$ cat src/rtl/gmac_mii_mgmt_slave.sv
// MAC register-access responder exposing the GMII address/data registers and
// running one clause-22 MDIO frame per busy-bit write to the address register.
module gmac_mii_mgmt_slave #(
   parameter int unsigned MDC_HALF_DIV = 10
) (
   input  logic        i_clk,
   input  logic        i_rst,
   input  logic        i_mac_request,
   input  logic [13:0] i_mac_addr,
   input  logic        i_mac_rdwn,
   input  logic [31:0] i_mac_wr_data,
   output logic        o_mac_done,
   output logic [31:0] o_mac_rd_data,
   output logic        o_mdc,
   output logic        o_mdio_out,
   output logic        o_mdio_oe,
   input  logic        i_mdio_in
);

   localparam int unsigned DivMax = (MDC_HALF_DIV - 1 > 6) ? MDC_HALF_DIV - 1 : 6;
   localparam int unsigned DivW   = $clog2(DivMax + 1);
   localparam logic [DivW-1:0] DivLast = DivW'(MDC_HALF_DIV - 1);

   localparam logic [13:0] AddrGmiiAddr = 14'h010;
   localparam logic [13:0] AddrGmiiData = 14'h014;

   localparam logic [1:0] StIdle  = 2'd0;
   localparam logic [1:0] StAck   = 2'd1;
   localparam logic [1:0] StFrame = 2'd2;
   localparam logic [1:0] StFin   = 2'd3;

   logic [1:0]      state_q, state_d;
   logic [15:0]     addr_q, addr_d;
   logic [15:0]     data_q, data_d;
   logic [31:0]     rd_q, rd_d;
   logic [DivW-1:0] div_q, div_d;
   logic [6:0]      bit_q, bit_d;
   logic            mdc_q, mdc_d;
   logic            mdio_out_q, mdio_out_d;
   logic            oe_q, oe_d;
   logic [15:0]     shift_q, shift_d;

   logic [63:0] frame_word;
   logic [6:0]  bit_nxt;
   logic [5:0]  bit_idx;
   logic [31:0] reg_rd;
   logic        unused_wr_hi;

   assign unused_wr_hi = ^i_mac_wr_data[31:16];

   // Read frames leave TA and data bits at 0; the line is released there anyway.
   always_comb begin
      frame_word[63:18] = {32'hFFFF_FFFF, 2'b01, ~addr_q[1], addr_q[1],
                           addr_q[15:11], addr_q[10:6]};
      frame_word[17:0]  = addr_q[1] ? {2'b10, data_q} : 18'h0;
   end

   assign bit_nxt = bit_q + 7'd1;
   assign bit_idx = 6'(7'd63 - bit_nxt);

   always_comb begin
      reg_rd = 32'h0;
      if (i_mac_addr == AddrGmiiAddr) begin
         reg_rd = {16'h0, addr_q};
      end else if (i_mac_addr == AddrGmiiData) begin
         reg_rd = {16'h0, data_q};
      end
   end

   always_comb begin
      state_d    = state_q;
      addr_d     = addr_q;
      data_d     = data_q;
      rd_d       = rd_q;
      div_d      = div_q;
      bit_d      = bit_q;
      mdc_d      = mdc_q;
      mdio_out_d = mdio_out_q;
      oe_d       = oe_q;
      shift_d    = shift_q;
      case (state_q)
         StIdle: begin
            if (i_mac_request) begin
               state_d = StAck;
               rd_d    = i_mac_rdwn ? reg_rd : 32'h0;
               if (!i_mac_rdwn && i_mac_addr == AddrGmiiAddr) begin
                  addr_d = i_mac_wr_data[15:0];
                  if (i_mac_wr_data[0]) begin
                     state_d    = StFrame;
                     div_d      = '0;
                     bit_d      = 7'd0;
                     mdc_d      = 1'b0;
                     oe_d       = 1'b1;
                     mdio_out_d = 1'b1;
                  end
               end else if (!i_mac_rdwn && i_mac_addr == AddrGmiiData) begin
                  data_d = i_mac_wr_data[15:0];
               end
            end
         end
         StAck: begin
            state_d = StIdle;
         end
         StFrame: begin
            if (div_q == DivLast) begin
               div_d = '0;
               if (!mdc_q) begin
                  mdc_d   = 1'b1;
                  shift_d = {shift_q[14:0], i_mdio_in};
               end else begin
                  mdc_d = 1'b0;
                  if (bit_q == 7'd63) begin
                     state_d    = StFin;
                     oe_d       = 1'b0;
                     mdio_out_d = 1'b0;
                     addr_d[0]  = 1'b0;
                     if (!addr_q[1]) begin
                        data_d = shift_q;
                     end
                  end else begin
                     bit_d      = bit_nxt;
                     mdio_out_d = frame_word[bit_idx];
                     oe_d       = addr_q[1] | (bit_nxt < 7'd46);
                  end
               end
            end else begin
               div_d = div_q + 1'b1;
            end
         end
         StFin: begin
            state_d = StIdle;
         end
         default: begin
            state_d = StIdle;
         end
      endcase
   end

   always_ff @(posedge i_clk) begin
      if (i_rst) begin
         state_q    <= StIdle;
         addr_q     <= 16'h0;
         data_q     <= 16'h0;
         rd_q       <= 32'h0;
         div_q      <= '0;
         bit_q      <= 7'd0;
         mdc_q      <= 1'b0;
         mdio_out_q <= 1'b0;
         oe_q       <= 1'b0;
         shift_q    <= 16'h0;
      end else begin
         state_q    <= state_d;
         addr_q     <= addr_d;
         data_q     <= data_d;
         rd_q       <= rd_d;
         div_q      <= div_d;
         bit_q      <= bit_d;
         mdc_q      <= mdc_d;
         mdio_out_q <= mdio_out_d;
         oe_q       <= oe_d;
         shift_q    <= shift_d;
      end
   end

   assign o_mac_done    = (state_q == StAck) || (state_q == StFin);
   assign o_mac_rd_data = (state_q == StAck) ? rd_q : 32'h0;
   assign o_mdc         = mdc_q;
   assign o_mdio_out    = mdio_out_q;
   assign o_mdio_oe     = oe_q;

endmodule

$ cat config.mk
export PLATFORM = sky130hd
export DESIGN_NAME = gmac_mii_mgmt_slave
export DESIGN_NICKNAME = d
export VERILOG_FILES = /design/src/rtl/gmac_mii_mgmt_slave.sv
export SDC_FILE = /design/constraint.sdc
export NUM_CORES = 1
export LEC_CHECK = 0
export CAP_MARGIN = 10
export CORE_UTILIZATION = 50
export DETAILED_ROUTE_END_ITERATION = 7
export PLACE_DENSITY = 0.78
export RECOVER_POWER = 25
export SLEW_MARGIN = 25
export SYNTH_ARGS = -nofsm -noshare
export SYNTH_HDL_FRONTEND = slang
export SYNTH_SLANG_ARGS = --single-unit
$ cat constraint.sdc
create_clock -name i_clk -period 3 [get_ports i_clk]
set_input_delay 0.6 -clock i_clk [delete_from_list [all_inputs] [get_ports i_clk]]
set_output_delay 0.6 -clock i_clk [all_outputs]
set_load 0.02 [all_outputs]
* Word level (Yosys, flattened, before mapping)
Index checks and enable logic that the tools add are counted.
** Word-level totals
- Latch bits :: 0
- Memories :: 0
- Output and inout bits :: 36
- Input bits :: 51
- Bits in registers :: 96
- Memory bits (writable) :: 0
- Bits in read-only memories :: 0
- Logic and storage cells :: 110
** Operators by class
- $add $sub $neg :: 3
- Multiplexer cells :: 57
- Multipliers :: 0
- Div/mod/pow operators :: 0
- Bitwise logic cells :: 3
- Equal/unequal tests :: 17
- Reduce and logical (&&, ||, !) cells :: 17
- Magnitude comparators :: 2
- Shifts and indexed selects :: 0
** Operators by type and width (count)
- $mux W16 :: 9
- $mux W32 :: 2
- $mux W7 :: 6
- $pmux W16 S2 :: 1
- $eq A14 B5 Y1 const B :: 2
- $mux W1 :: 20
- $ne A2 B2 Y1 const B :: 10
- $mux W18 :: 1
- $mux W4 :: 4
- $pmux W7 S2 :: 1
- $mux W2 :: 6
- $reduce_and A6 Y1 :: 2
- $pmux W1 S2 :: 4
- $pmux W4 S2 :: 1
- $reduce_and A4 Y1 :: 2
- $reduce_and A8 Y1 :: 1
- $add A7 B1 Y7 const B :: 1
- $eq A7 B6 Y1 const B :: 1
- $lt A6 B7 Y1 const B :: 1
- $lt A7 B6 Y1 const B :: 1
- $reduce_and A7 Y1 :: 1
- $bmux W1 S6 :: 1
- $pmux W2 S3 :: 1
- $reduce_and A3 Y1 :: 2
- 15 further kinds :: 18

* Depth between registers and ports, before layout
- Depth in word-level cells :: 8
- Depth in mapped cells :: 8
- Depth with buffers taken out :: 7

* Worst setup path before layout
Ideal clock, no wire load.
- Kind :: input port to flip-flop
- From :: input i_mac_addr[2]
- To :: register bit_q[5]
- Data required time :: 2.930 ns
- Stages on the path :: 6
- Setup slack :: 0.945 ns
- Arrival time :: 1.984 ns
- Path buffers :: 1
- Path through :: buf_2 > nor4_1 > nand4_1 > mux2_4 > or4_1 > a21oi_1
** On the way
- Word-level cells in the longest chain between the ends :: 4
** RTL lines
- start, declared :: RTL line 9 : input logic [13:0] i_mac_addr,
- $eq A14 B5 Y1 :: RTL line 86 : if (!i_mac_rdwn && i_mac_addr == AddrGmiiAddr) begin
- $logic_and A1 B1 Y1 :: RTL line 86
- $ne A2 B2 Y1 (no line)
- $reduce_and A7 Y1 (no line)
- end signal, assigned :: RTL line 157 : bit_q <= bit_d;
- end, declared :: RTL line 37 : logic [6:0] bit_q, bit_d;
Every way passes these cells.
A chain may end at the register's enable or synchronous reset.

* Final worst setup path
- From :: input i_mac_rdwn
- To :: register bit_q[5]
** On the way
- Word-level cells in the longest chain between the ends :: 4
** RTL lines
- start, declared :: RTL line 10 : input logic i_mac_rdwn,
- $logic_not A1 Y1 :: RTL line 86
- $logic_and A1 B1 Y1 :: RTL line 86
- $ne A2 B2 Y1 (no line)
- $reduce_and A7 Y1 (no line)
Every way passes these cells.

==> run summary <==
Num CTS Buffers - 9
largest area contributor in the synthesized netlist - dfxtp_1
largest net degree at the start of global routing - 50
CTS tree - built
WL per Instance - 15.6 um
Final period util - 0.850
# nets final - 641
crit-path max FO - 10
Initial Util - 0.529
Final Hold Fails - 0
Syn Inst Count - 554
first-pass detailed-route iteration total - 5
async set-reset flop share out of synthesis - 0
Area contributors post-synth - dfxtp_1 (36%), a21oi_1 (8.9%), nand2_1 (7.4%), a311oi_1 (3.9%), mux2i_1 (3.8%)
fmax - 392 MHz
Via density - 5.92
WP buf/inv - 1
Post-Layout Cell Count - 697
worst r2r path cells - 7
antenna violations before repair - 0
antenna cells - 0
HP Class - flop to flop
MaxCap Viol Count - 0
Worst Path Required - 3.29 ns
HPWL Detailed - 7.60 mm
Netlist cell types - 58
IO buf count - 54
startpoint types - primary input
Max Slew Vio Count - 0
post-synth top area share - 0.361
postcts setup bufs - 0
Tot Pwr - 2110 uW
Power Density - 408 mW/mm^2
RR Endpoint - data_q[6]$_SDFFE_PP0P_
first-pass GRT wire length - 17.9 mm
Hold Path Sink - rd_q[9]$_SDFFE_PP0P_
placed cells - 681
Critical Path End Type - flop
clk sink count - 80
Clock Latency Late Sink - 0.36 ns
clock buffer depth - 2
Leak - 0.00173 uW
GR Overflow Total - 0
Seq/Total Area, Yosys - 0.361
total number of vias - 4126
final worst slack - 0.451 ns
layout overhead on the synthesized area - 16.8%
Post-Place Worst Slack - 0.301 ns
CP delay by family, top - simple AND/OR/NAND/NOR gates
FF-to-FF Start - bit_q[1]$_SDFFE_PP0P_
die area - 0.00925 mm^2
most frequent cells in the layout - nand2_1 (87), dfxtp_1 (80), a21oi_1 (79), clkdlybuf4s50_1 (49), o21ai_0 (26)
worst hold stages - 2
CP arrival - 2.84 ns
post_cts resized - 0
Die Y - 96.2 um
Post-synth EDFFs - 0
clock root buffer - clkbuf_8
post-route ant nets - 0
slew margin rel. - 0.600
Avg Inst Size Synth - 8.01 um^2
slowest cell on the critical path - dlygate4sd3_1
setup tns final - 0 ns
critical-path cell list - dlygate4sd3_1 -> nor4_1 -> nand4_1 -> mux2_1 -> or4_1 -> a21oi_1
vias in the first global route - 3623
Worst-Margin Slew - 0.600 ns
Total GRT Usage - 0.251
most common cell after layout, fill and taps aside - nand2_1
RSZ-0062 raised after global routing - no
status - complete, no violations
H-tree depth - 3
peak supply drop - 0.241 mV
drt total wl - 10.9 mm
DRC violations left - 0
clock transition at the registers of the reported paths - 0.09 ns
ys flop type - dfxtp_1
share of cells above drive strength 1 - 0.0845
Routability Congestion - 0.851
Crit path largest cell delay - 0.61 ns
Final Critical Period - 2.55 ns
flop2flop setup slack - 0.79 ns
Setup CP Type - primary input to flop
die width - 96.2 um
flops & latches, synth - 80
total number of yosys warnings - 0
core area - 0.00838 mm^2
Post-CTS Hold Fix Bufs - 0
setup violators final - 0
synthesized area - 0.00444 mm^2
HP Start - rd_q[9]$_SDFFE_PP0P_
Ports - 87
Clock Skew - 0.00856 ns
DR iter-0 viols - 258
FP Rows - 33
==> worst reg2reg max path: stages, from the launching register on <==
cell	delay, ns
dfxtp_1	0.55
ha_1	0.23
nand4b_1	0.14
nor3_1	0.32
o21a_1	0.16
buf_4	0.30
a21oi_1	0.13
a311oi_1	0.29
==> metal layers <==
metal | part of all wire | global-route usage | up-vias
met5 | 0 | 0 | -
met4 | 0.0072 | 0.0684 | 0
met3 | 0.070 | 0.0482 | 11
met2 | 0.47 | 0.384 | 162
met1 | 0.45 | 0.359 | 1937
li1 | - | - | 2016
==> metrics by stage <==
stage	area, um^2	util	hold slack (ns)
after floorplan	4490	-	0.427
after global placement	4980	0.594	0.437
after detailed placement	4980	0.594	0.441
after CTS	5190	0.619	0.454
after global routing	5180	0.618	0.479
final	5180	0.618	0.453
==> logic make-up (layout without fill, tap and decap cells) <==
logic type,count (synthesis),after routing,synth area share
AND/OR/NAND/NOR,198,198,0.234
AO/OA/AOI/OAI,157,157,0.219
buffers and inverters,85,108,0.0911
flip-flops,80,80,0.361
multiplexers,26,26,0.0773
XOR/XNOR,4,4,0.00790
adder cells (fa/ha/maj),3,3,0.00846
other,1,16,0.000845
==> cells in the mapped netlist (3+ instances only) <==
| cell type | n |
|---|---|
| nand2b_1 | 4 |
| nand3_1 | 3 |
| nor3_1 | 23 |
| nand4b_1 | 4 |
| o21a_1 | 4 |
| buf_4 | 16 |
| nand2_1 | 87 |
| mux4_2 | 6 |
| a31oi_1 | 5 |
| buf_1 | 3 |
| a21oi_1 | 79 |
| inv_1 | 19 |
| nand3b_1 | 3 |
| a221o_1 | 3 |
| or4_1 | 3 |
| o21ai_0 | 26 |
| xnor2_1 | 3 |
| nor3b_1 | 18 |
| nor2_1 | 14 |
| buf_2 | 8 |
| a311oi_1 | 20 |
| nand4_1 | 3 |
| and2_1 | 16 |
| clkbuf_1 | 36 |
| ha_1 | 3 |
| nor2b_1 | 7 |
| mux2i_1 | 17 |
| dfxtp_1 | 80 |
| o31ai_1 | 6 |
==> worst max path at each step <==
stage | startpoint | endpoint | cells after the start
finish | i_mac_rdwn | bit_q[5]$_SDFFE_PP0P_ | 6
global route | i_mac_rdwn | bit_q[5]$_SDFFE_PP0P_ | 6
CTS | state_q[0]$_SDFFE_PP0P_ | o_mac_rd_data[8] | 4
detailed placement | i_mac_rdwn | addr_q[4]$_SDFFE_PP0P_ | 6
global placement | i_mac_rdwn | addr_q[4]$_SDFFE_PP0P_ | 6
floorplan | i_mac_addr[2] | bit_q[5]$_SDFFE_PP0P_ | 6
==> sequential cells by signal (all words and copies together), names as in the netlist <==
signal,flops
bit_q,7
shift_q,16
rd_q,16
addr_q,16
div_q,4
state_q,2
o_mdc,1
o_mdio_oe,1
o_mdio_out,1
data_q,16
==> layout make-up <==
type,instances,area (um^2)
fill,731,3200
multi-input combinational,404,2480
sequential,80,1600
timing repair buffer,72,681
tap,105,131
clock buffer,9,124
clock inverter,7,86.3
inverter,20,75.1
==> power breakdown <==
group | switching (uW) | internal (uW) | total, uW
Clock | 442 | 403 | 846
Combinational | 111 | 77.2 | 188
Sequential | 9.95 | 1070 | 1080
Total | 563 | 1550 | 2110
Note: power is estimated with default switching activity, not from simulation.
